## src/rtl/debounce.sv

```systemverilog
// Single-bit debouncer: s follows b, then ignores b for HOLD_CYCLES edges
// after every transition so contact bounce cannot toggle the output.
module debounce #(
  parameter int HOLD_CYCLES = 1,
  parameter int CNT_W       = 8
) (
  input  logic clk,
  input  logic rst_n,
  input  logic b,
  output logic s
);

  localparam logic [CNT_W-1:0] HOLD_LOAD = CNT_W'(HOLD_CYCLES);

  logic             s_q;
  logic [CNT_W-1:0] hold_cnt;

  // While hold_cnt is non-zero b is not looked at; each accepted change reloads the hold.
  always_ff @(posedge clk or negedge rst_n) begin
    if (!rst_n) begin
      s_q      <= 1'b0;
      hold_cnt <= '0;
    end else if (hold_cnt != '0) begin
      hold_cnt <= hold_cnt - 1'b1;
    end else if (b != s_q) begin
      s_q      <= b;
      hold_cnt <= HOLD_LOAD;
    end
  end

  assign s = s_q;

endmodule

```

## config.mk

```make
export PLATFORM = sky130hd
export DESIGN_NAME = debounce
export DESIGN_NICKNAME = d
export VERILOG_FILES = /design/src/rtl/debounce.sv
export SDC_FILE = /design/constraint.sdc
export NUM_CORES = 1
export LEC_CHECK = 0
export BUFFER_PORTS_ARGS = -buffer_cell sky130_fd_sc_hd__buf_2
export CAP_MARGIN = 20
export CORE_AREA = 2 2 39 41
export CTS_CLUSTER_DIAMETER = 100
export CTS_CLUSTER_SIZE = 8
export DETAILED_ROUTE_END_ITERATION = 10
export DIE_AREA = 0 0 41 43
export HOLD_SLACK_MARGIN = 0.1
export SYNTH_ARGS = -nofsm -noshare
export SYNTH_HDL_FRONTEND = slang
export SYNTH_SLANG_ARGS = --single-unit
```

## constraint.sdc

```tcl
create_clock -name clk -period 3.2 [get_ports clk]
set_input_delay 0 -clock clk [delete_from_list [all_inputs] [get_ports clk]]
set_output_delay 0 -clock clk [all_outputs]
set_load 0.02 [all_outputs]
```

==> parameters.txt, run 1 <==
Parameter                              Value

GRT
  Wire length of the first global-routing pass    1210 um
  Total global routing track utilization    0.108
  Antenna violations before repair    0
  Vias in the first global route    303
  Pin count of the biggest net entering global routing    10
  Final global-route overflow total    0

Synth
  Yosys synthesis warning count    0
  Average size of a mapped cell    10.6 um^2
  Post-Syn Nets    46
  Number of storage elements in the synthesis netlist    9
  Post-synth cell types    17
  Part of the Yosys area used for sequential elements    0.506
  Cell area after synthesis    445 um^2
  Count of mapped cells out of synthesis    42

Place
  Port Buffer Count    3
  Routability Congestion    0.743
  Final HPWL from detailed placement    511 um

Clocking
  CTS tree    yes
  Clock Sink Count    9
  Resize count post-CTS    0
  Hold bufs inserted after CTS    2
  Setup repair bufs after CTS    0
  Worst skew pair latency    0.26 ns
  Maximum buffer depth of the clock tree    2
  Num CTS Buffers    3
  Clock Tree Root    sky130_fd_sc_hd__clkbuf_4
  Clock-pin slew reported for the worst setup and hold paths after clock tree synthesis    0.06 ns
  H-tree Lvls    1

Worst setup path
  Worst setup endpoint    s
  Required time at the endpoint of the critical path    3.34 ns
  Worst reg-to-reg setup slack    1.43 ns
  Beginning of the worst register-to-register path    hold_cnt[3]
  Crit path launch type    flip-flop
  First element of the critical path    hold_cnt[3]
  Endpoint arrival time on the critical path    1.91 ns
  Classification of the worst setup path    flip-flop to flip-flop
  End of the worst register-to-register path    s
  Critical path endpoint category    flip-flop
  CP max FO    6
  Worst r2r path cells    3

Pwr
  Post-layout power    495 uW
  Max VDD drop    0.505 mV
  Leak pwr    0.000230 uW
  Total power per unit cell area    949 nW/um^2

Route
  Router iterations before antenna repair    3
  DR vias/cell    4.68
  Remaining antenna violation count    0
  Count of routing violations after the opening detailed-route iteration    1
  Number of remaining DRC errors    0
  Final routed wire length divided by cell count    10.1 um
  Total number of vias    309
  Total detailed-routing wirelength    669 um

Floorplan
  Core region area    1380 um^2
  Vertical die dimension    43 um
  Die X-Extent    41 um
  Number of placement rows    14
  Die area    1760 um^2
  Starting Density    0.322
  Count of pins on the block boundary    4

Run
  Number of maximum-capacitance constraint violations    0

Cells and area
  Number of nets in the layout    55
  Area of all sequential standard cells    225 um^2
  Layout cell share with drive strength beyond 1    0.220
  Area overhead of the layout relative to synthesis    17.1%
  Layout filler cell count    142
  Number of antenna repair diodes    0
  Utilization of the core after routing    0.377
  Multi-input logic area    200 um^2

Hold path
  Hold Path Class    primary input to async pin

Timing
  Clock period minus worst slack    1.77 ns
  Worst-case hold slack    0.117 ns
  Final hold violation count    0
  Worst Clk Skew    0.00190 ns
  Transition at the pin with the smallest max-transition slack    0.368 ns
  Highest achievable clock rate    565 MHz
  RSZ-0062 raised after global routing    false
  Final max-slew violation count    0
  Number of endpoints failing setup at the final stage    0
  Period utilisation layout    0.553
  Normalized max-slew margin    0.753
  Final setup TNS    0 ns

Status
  Outcome    finished clean
==> cells in the final DEF (no fill, tap or decap), drive strengths merged <==
cell type,netlist,layout
buf,1,3
clkbuf,0,4
dfrtp,9,9
dlygate4sd3,0,2
ha,1,1
inv,4,4
mux2,2,2
mux2i,2,2
nand2,2,2
nand2b,3,3
nor2,2,2
nor3,2,2
nor4,2,2
o21ai,5,5
o31ai,2,2
or2,2,2
or3,2,2
xor2,1,1
==> report_power, final <==
part           total, uW  internal, uW  switching (uW)
logic                192          86.8             105
clock network       86.6          48.0            38.7
registers            217           171            45.9
total                495           306             189
==> cells in the mapped netlist (all sizes together) <==
library cell / number / share of area
mux2: 2 / 0.051
inv: 4 / 0.034
nor3: 2 / 0.022
xor2: 1 / 0.020
or3: 2 / 0.028
nand2b: 3 / 0.042
o21ai: 5 / 0.056
buf: 1 / 0.011
or2: 2 / 0.028
nand2: 2 / 0.017
mux2i: 2 / 0.045
ha: 1 / 0.028
dfrtp: 9 / 0.51
nor4: 2 / 0.062
nor2: 2 / 0.017
o31ai: 2 / 0.034
==> cell type report <==
| class | instances | area share |
|---|---|---|
| sequential | 9 | 0.432 |
| inverter | 4 | 0.0288 |
| tap | 16 | 0.0384 |
| timing repair buffer | 5 | 0.0671 |
| multi-input combinational | 28 | 0.384 |
| clock buffer | 4 | 0.0504 |
==> flip-flops by register name, indices dropped and copies added (netlist names) <==
register,cells
hold_cnt,8
s,1
==> per-layer routing <==
metal | part of all wire | global-route usage
met5 | 0 | 0
met4 | 0.040 | 0.0800
met3 | 0.042 | 0.0471
met2 | 0.42 | 0.141
met1 | 0.49 | 0.134
==> logic make-up after synthesis <==
| family | Yosys count | synth area share |
|---|---|---|
| multiplexers | 4 | 0.0955 |
| AO/OA/AOI/OAI | 7 | 0.0899 |
| buffers and inverters | 5 | 0.0449 |
| AND/OR/NAND/NOR | 15 | 0.216 |
| XOR/XNOR | 1 | 0.0197 |
| flip-flops | 9 | 0.506 |
| adder cells (fa/ha/maj) | 1 | 0.0281 |
==> worst max-delay path, stage by stage, from the launching register on <==
cell and delay, ns:
sky130_fd_sc_hd__dfrtp_1 0.40, sky130_fd_sc_hd__or3_1 0.49, sky130_fd_sc_hd__nor4_4 0.39, sky130_fd_sc_hd__mux2_2 0.38
==> how the worst min path moves through the flow <==
stage	end	slack (ns)	depth (start not counted)
after CTS	hold_cnt[4]	0.13	2
final	hold_cnt[4]	0.12	2
after floorplan	hold_cnt[0]	-0.30	0
after global placement	hold_cnt[2]	-0.14	1
after global routing	hold_cnt[4]	0.14	2
after detailed placement	hold_cnt[4]	-0.14	1
==> through the flow <==
stage               setup slack (ns)  instance area (um^2)  instances
finish                          1.43                   522         66
global route                    1.36                   522         66
CTS                             1.43                   522         66
detailed placement              1.43                   475         60
global placement                1.45                   475         60
floorplan                       1.52                   445         42
Note: power is estimated with default switching activity, not from simulation.
==> inputs of run 2 (changes only) <==
Clock period 3.2 ns to 1.55 ns, I/O delays scaled along.
==> parameters.txt, run 2 (same netlist as run 1, synthesis figures left out) <==
Parameter                              Value

Status
  Outcome    finished clean

Place
  Number of placed cells counting well taps    64
  Routability Congestion    0.765
  Post-Place Worst Slack    -0.0108 ns
  Final HPWL from detailed placement    635 um
  Port Buffer Count    3

Clocking
  Num CTS Buffers    3
  Maximum buffer depth of the clock tree    2
  Worst skew pair latency    0.26 ns
  Clock-pin slew reported for the worst setup and hold paths after clock tree synthesis    0.06 ns
  CTS tree    yes
  Clock Tree Root    sky130_fd_sc_hd__clkbuf_4
  Clock Sink Count    9
  H-tree Lvls    1

GRT
  Total global routing track utilization    0.130
  Antenna violations before repair    0
  Vias in the first global route    331
  Pin count of the biggest net entering global routing    10
  Wire length of the first global-routing pass    1420 um
  Final global-route overflow total    0

Cells and area
  Area overhead of the layout relative to synthesis    32.9%
  Utilization of the core after routing    0.428
  Commonest non-fill, non-tap cells in the layout    sky130_fd_sc_hd__dfrtp_1 (9), sky130_fd_sc_hd__o21ai_0 (5), sky130_fd_sc_hd__buf_4 (5)
  Reg with most FFs    hold_cnt
  Max reg flops    8
  Number of antenna repair diodes    0
  Layout cell share with drive strength beyond 1    0.345
  Final instance count without filler cells    71
  Most common library cell in the layout ignoring fill and taps    sky130_fd_sc_hd__dfrtp_1
  Number of nets in the layout    60

Pwr
  Max VDD drop    0.956 mV
  Leak pwr    0.000267 uW
  Total power per unit cell area    2080 nW/um^2

Timing
  Post-layout worst setup margin    0.0236 ns
  Highest achievable clock rate    655 MHz
  Normalized max-slew margin    0.831
  Final max-slew violation count    0
  Clock period minus worst slack    1.53 ns
  Worst Clk Skew    0.000907 ns
  Number of endpoints failing setup at the final stage    0
  Period utilisation layout    0.985
  Final setup TNS    0 ns
  Transition at the pin with the smallest max-transition slack    0.251 ns
  Final hold violation count    0

Floorplan
  Vertical die dimension    43 um
  Number of placement rows    14
  Core region area    1380 um^2
  Die area    1760 um^2
  Starting Density    0.322
  Die X-Extent    41 um
  Count of pins on the block boundary    4

Route
  DR vias/cell    4.76
  Final routed wire length divided by cell count    12.8 um
  Total number of vias    338
  Router iterations before antenna repair    4
  Total detailed-routing wirelength    912 um
  Count of routing violations after the opening detailed-route iteration    4
  Number of remaining DRC errors    0
  Remaining antenna violation count    0

Worst setup path
  Classification of the worst setup path    flip-flop to flip-flop
  Critical path endpoint category    flip-flop
  Required time at the endpoint of the critical path    1.70 ns
  CP max FO    4
  Crit path launch type    flip-flop
  Endpoint arrival time on the critical path    1.68 ns

Hold path
  Hold Path Class    primary input to async pin

Run
  Number of maximum-capacitance constraint violations    0
## run 2: cell types whose count changed in the layout (fill, tap and decap cells not counted), sizes merged
cell  previous run  this run
buf              3         8
## run 2: path summary, 6_finish.rpt
| check | start | endpoint | slack (ns) | depth (start not counted) |
|---|---|---|---|---|
| max in group asynchronous | rst_n | hold_cnt[7] | 1.25 | 2 |
| min in group clk | hold_cnt[0] | hold_cnt[0] | 0.50 | 1 |
| min | rst_n | hold_cnt[4] | 0.12 | 2 |
| min reg2reg | hold_cnt[0] | hold_cnt[0] | 0.50 | 1 |
| max | hold_cnt[5] | hold_cnt[1] | 0.02 | 4 |
| max reg2reg | hold_cnt[5] | hold_cnt[1] | 0.02 | 4 |
## run 2: what timing repair did
item,in CTS,in global routing
gates resized for setup,0,4
hold buffers,2,0
hold endpoints to repair,10,0
pin swaps,0,0
endpoints found under the setup margin,2,4
setup buffers,1,0
## run 2: metal layers
| metal | vias up | wire length, um | track usage |
|---|---|---|---|
| li1 | 169 | - | - |
| met3 | 2 | 38 | 0.0785 |
| met1 | 160 | 393 | 0.163 |
| met5 | - | 0 | 0 |
| met4 | 0 | 14 | 0.0400 |
| met2 | 7 | 466 | 0.181 |
## run 2: stage by stage
stage                     hold slack (ns)  total power, uW  area [um^2]
after detailed placement           -0.135              960          513
after global placement             -0.139              937          513
after floorplan                    -0.296              820          459
final                               0.117             1230          592
after global routing                0.152             1330          592
after CTS                           0.113             1160          567
## run 2: worst max-delay path, stage by stage (launching register included)
cell and delay (ns):
sky130_fd_sc_hd__dfrtp_1 0.40, sky130_fd_sc_hd__or3_4 0.41, sky130_fd_sc_hd__nor4_4 0.13, sky130_fd_sc_hd__buf_4 0.18, sky130_fd_sc_hd__mux2_4 0.29
## run 2: power breakdown
group	internal, uW	switching, uW	leakage [uW]
clock network	99.5	87.0	0.0000150
logic	308	282	0.000143
registers	353	101	0.000109
total	761	470	0.000267
## run 2: layout make-up
type                    count  area [um^2]
inverters                   4         15.0
well taps                  16         20.0
clock buffers               4         26.3
multi-input cells          28          233
repair buffers             10         72.6
fillers                   132          792
flip-flops and latches      9          225
==> inputs of run 3 (changes only) <==
Settings changed: GPL_TIMING_DRIVEN from default to 0.
==> parameters.txt, run 3 (same netlist as run 1, synthesis figures left out) <==
Parameter                              Value

Cells and area
  Utilization of the core after routing    0.431
  Area overhead of the layout relative to synthesis    34.0%
  Number of nets in the layout    62
  Number of antenna repair diodes    0
  Reg with most FFs    hold_cnt
  Most common library cell in the layout ignoring fill and taps    sky130_fd_sc_hd__dfrtp_1
  Layout cell share with drive strength beyond 1    0.368
  Layout filler cell count    129
  Max reg flops    8
  Commonest non-fill, non-tap cells in the layout    sky130_fd_sc_hd__dfrtp_1 (9), sky130_fd_sc_hd__buf_4 (7), sky130_fd_sc_hd__o21ai_0 (5)

Worst setup path
  Crit path launch type    flip-flop
  End of the worst register-to-register path    s
  Classification of the worst setup path    flip-flop to flip-flop
  CP max FO    5
  Required time at the endpoint of the critical path    1.69 ns
  Endpoint arrival time on the critical path    1.67 ns
  Cell with the largest stage delay on the worst path    sky130_fd_sc_hd__dfrtp_1
  Kind of cell adding the most delay to the critical path    flip-flops
  Critical path endpoint category    flip-flop
  Worst r2r path cells    6
  Beginning of the worst register-to-register path    hold_cnt[0]
  Critical Path, Cell by Cell    inv_1 -> ha_2 -> nand2b_4 -> nor4_4 -> buf_4 -> mux2_4
  Worst reg-to-reg setup slack    0.02 ns
  Crit path largest cell delay    0.40 ns
  Count of buffering cells on the critical path with inverters included    2

Pwr
  Max VDD drop    0.864 mV
  Cell internal power dissipation    772 uW
  Leak pwr    0.000275 uW
  Power share of the sequential group    0.369
  Post-layout power    1230 uW
  Switching share of power    0.370
  Total power per unit cell area    2060 nW/um^2
  Combinational share of power    0.480
  Switching power of the nets    454 uW
  Portion of total power attributed to the clock network    0.151

Clocking
  Clock Tree Root    sky130_fd_sc_hd__clkbuf_4
  Worst skew pair latency    0.27 ns
  CTS tree    yes
  Maximum buffer depth of the clock tree    2
  H-tree Lvls    1
  Clock-pin slew reported for the worst setup and hold paths after clock tree synthesis    0.07 ns
  Num CTS Buffers    3
  Clock Sink Count    9

Route
  Number of remaining DRC errors    0
  Count of routing violations after the opening detailed-route iteration    9
  Remaining antenna violation count    0
  Final routed wire length divided by cell count    11.4 um
  Total detailed-routing wirelength    835 um
  Router iterations before antenna repair    4
  DR vias/cell    4.70
  Total number of vias    343

Floorplan
  Die area    1760 um^2
  Starting Density    0.322
  Vertical die dimension    43 um
  Count of pins on the block boundary    4
  Number of placement rows    14
  Die X-Extent    41 um
  Core region area    1380 um^2

Hold path
  Hold Path Class    primary input to async pin

Timing
  RSZ-0062 raised after global routing    true
  Transition at the pin with the smallest max-transition slack    0.248 ns
  Number of endpoints failing setup at the final stage    0
  Worst-case hold slack    0.106 ns
  Normalized max-slew margin    0.833
  Worst Clk Skew    0.0110 ns
  Clock period minus worst slack    1.53 ns
  Highest achievable clock rate    654 MHz
  Period utilisation layout    0.987
  Final max-slew violation count    0
  Final hold violation count    0

Place
  Final HPWL from detailed placement    530 um
  Routability Congestion    0.709
  Port Buffer Count    3

GRT
  Wire length of the first global-routing pass    1340 um
  Pin count of the biggest net entering global routing    10
  Vias in the first global route    337
  Antenna violations before repair    0
  Total global routing track utilization    0.118
  Final global-route overflow total    0

Status
  Outcome    finished clean

Run
  Number of maximum-capacitance constraint violations    0
-- run 3: cell count changes in the layout (fill, tap and decap cells not counted), sizes merged --
cell | before | now
buf | 8 | 10
-- run 3: cell type report --
cell class	count	area, um^2	share of cell area
sequential	9	225	0.377
inverter	4	15.0	0.0252
timing repair buffer	12	87.6	0.147
tap	16	20.0	0.0335
clock buffer	4	26.3	0.0440
multi-input combinational	28	223	0.373
-- run 3: metrics by stage --
stage / setup slack, ns / instances / setup TNS, ns / area [um^2]
3_3_place_gp: -0.162 / 61 / -0.325 / 494
6_report: 0.0204 / 73 / 0 / 597
2_1_floorplan: -0.0238 / 42 / -0.0477 / 459
4_1_cts: -0.107 / 70 / -0.253 / 563
3_5_place_dp: -0.176 / 61 / -0.396 / 494
5_1_grt: -0.0520 / 73 / -0.0983 / 597
-- run 3: worst max-delay path by stage --
stage | cells past startpoint | end | slack, ns | startpoint
floorplan | 4 | hold_cnt[1] | -0.02 | hold_cnt[5]
global placement | 5 | s | -0.16 | hold_cnt[0]
detailed placement | 5 | hold_cnt[1] | -0.18 | hold_cnt[0]
CTS | 5 | s | -0.11 | hold_cnt[5]
global route | 6 | s | -0.05 | hold_cnt[0]
finish | 6 | s | 0.02 | hold_cnt[0]
-- run 3: worst reg2reg max path, stage by stage, from the launching register on --
cell	delay, ns
sky130_fd_sc_hd__dfrtp_1	0.40
sky130_fd_sc_hd__inv_1	0.07
sky130_fd_sc_hd__ha_2	0.20
sky130_fd_sc_hd__nand2b_4	0.07
sky130_fd_sc_hd__nor4_4	0.19
sky130_fd_sc_hd__buf_4	0.18
sky130_fd_sc_hd__mux2_4	0.30
-- run 3: power by group through the flow --
| stage | clock, uW | sequential, uW | combinational [uW] |
|---|---|---|---|
| 4_1_cts | 185 | 449 | 504 |
| 6_report | 186 | 453 | 588 |
| 3_5_place_dp | 0 | 452 | 467 |
| 2_1_floorplan | 0 | 448 | 372 |
| 5_1_grt | 208 | 475 | 638 |
| 3_3_place_gp | 0 | 448 | 453 |
-- run 3: metal layers --
metal  up-vias  part of all wire  GRT usage
met5         -                 0          0
met4         0                 0     0.0533
met3         0             0.040     0.0995
met2         7              0.50      0.144
met1       159              0.46      0.146
li1        177                 -          -
-- run 3: repair_timing --
item / in CTS / in global routing
hold endpoints to repair: 10 / 0
setup buffers: 3 / 4
hold buffers: 2 / 0
resized for setup: 0 / 4
pin swaps: 1 / 2
endpoints found under the setup margin: 4 / 5
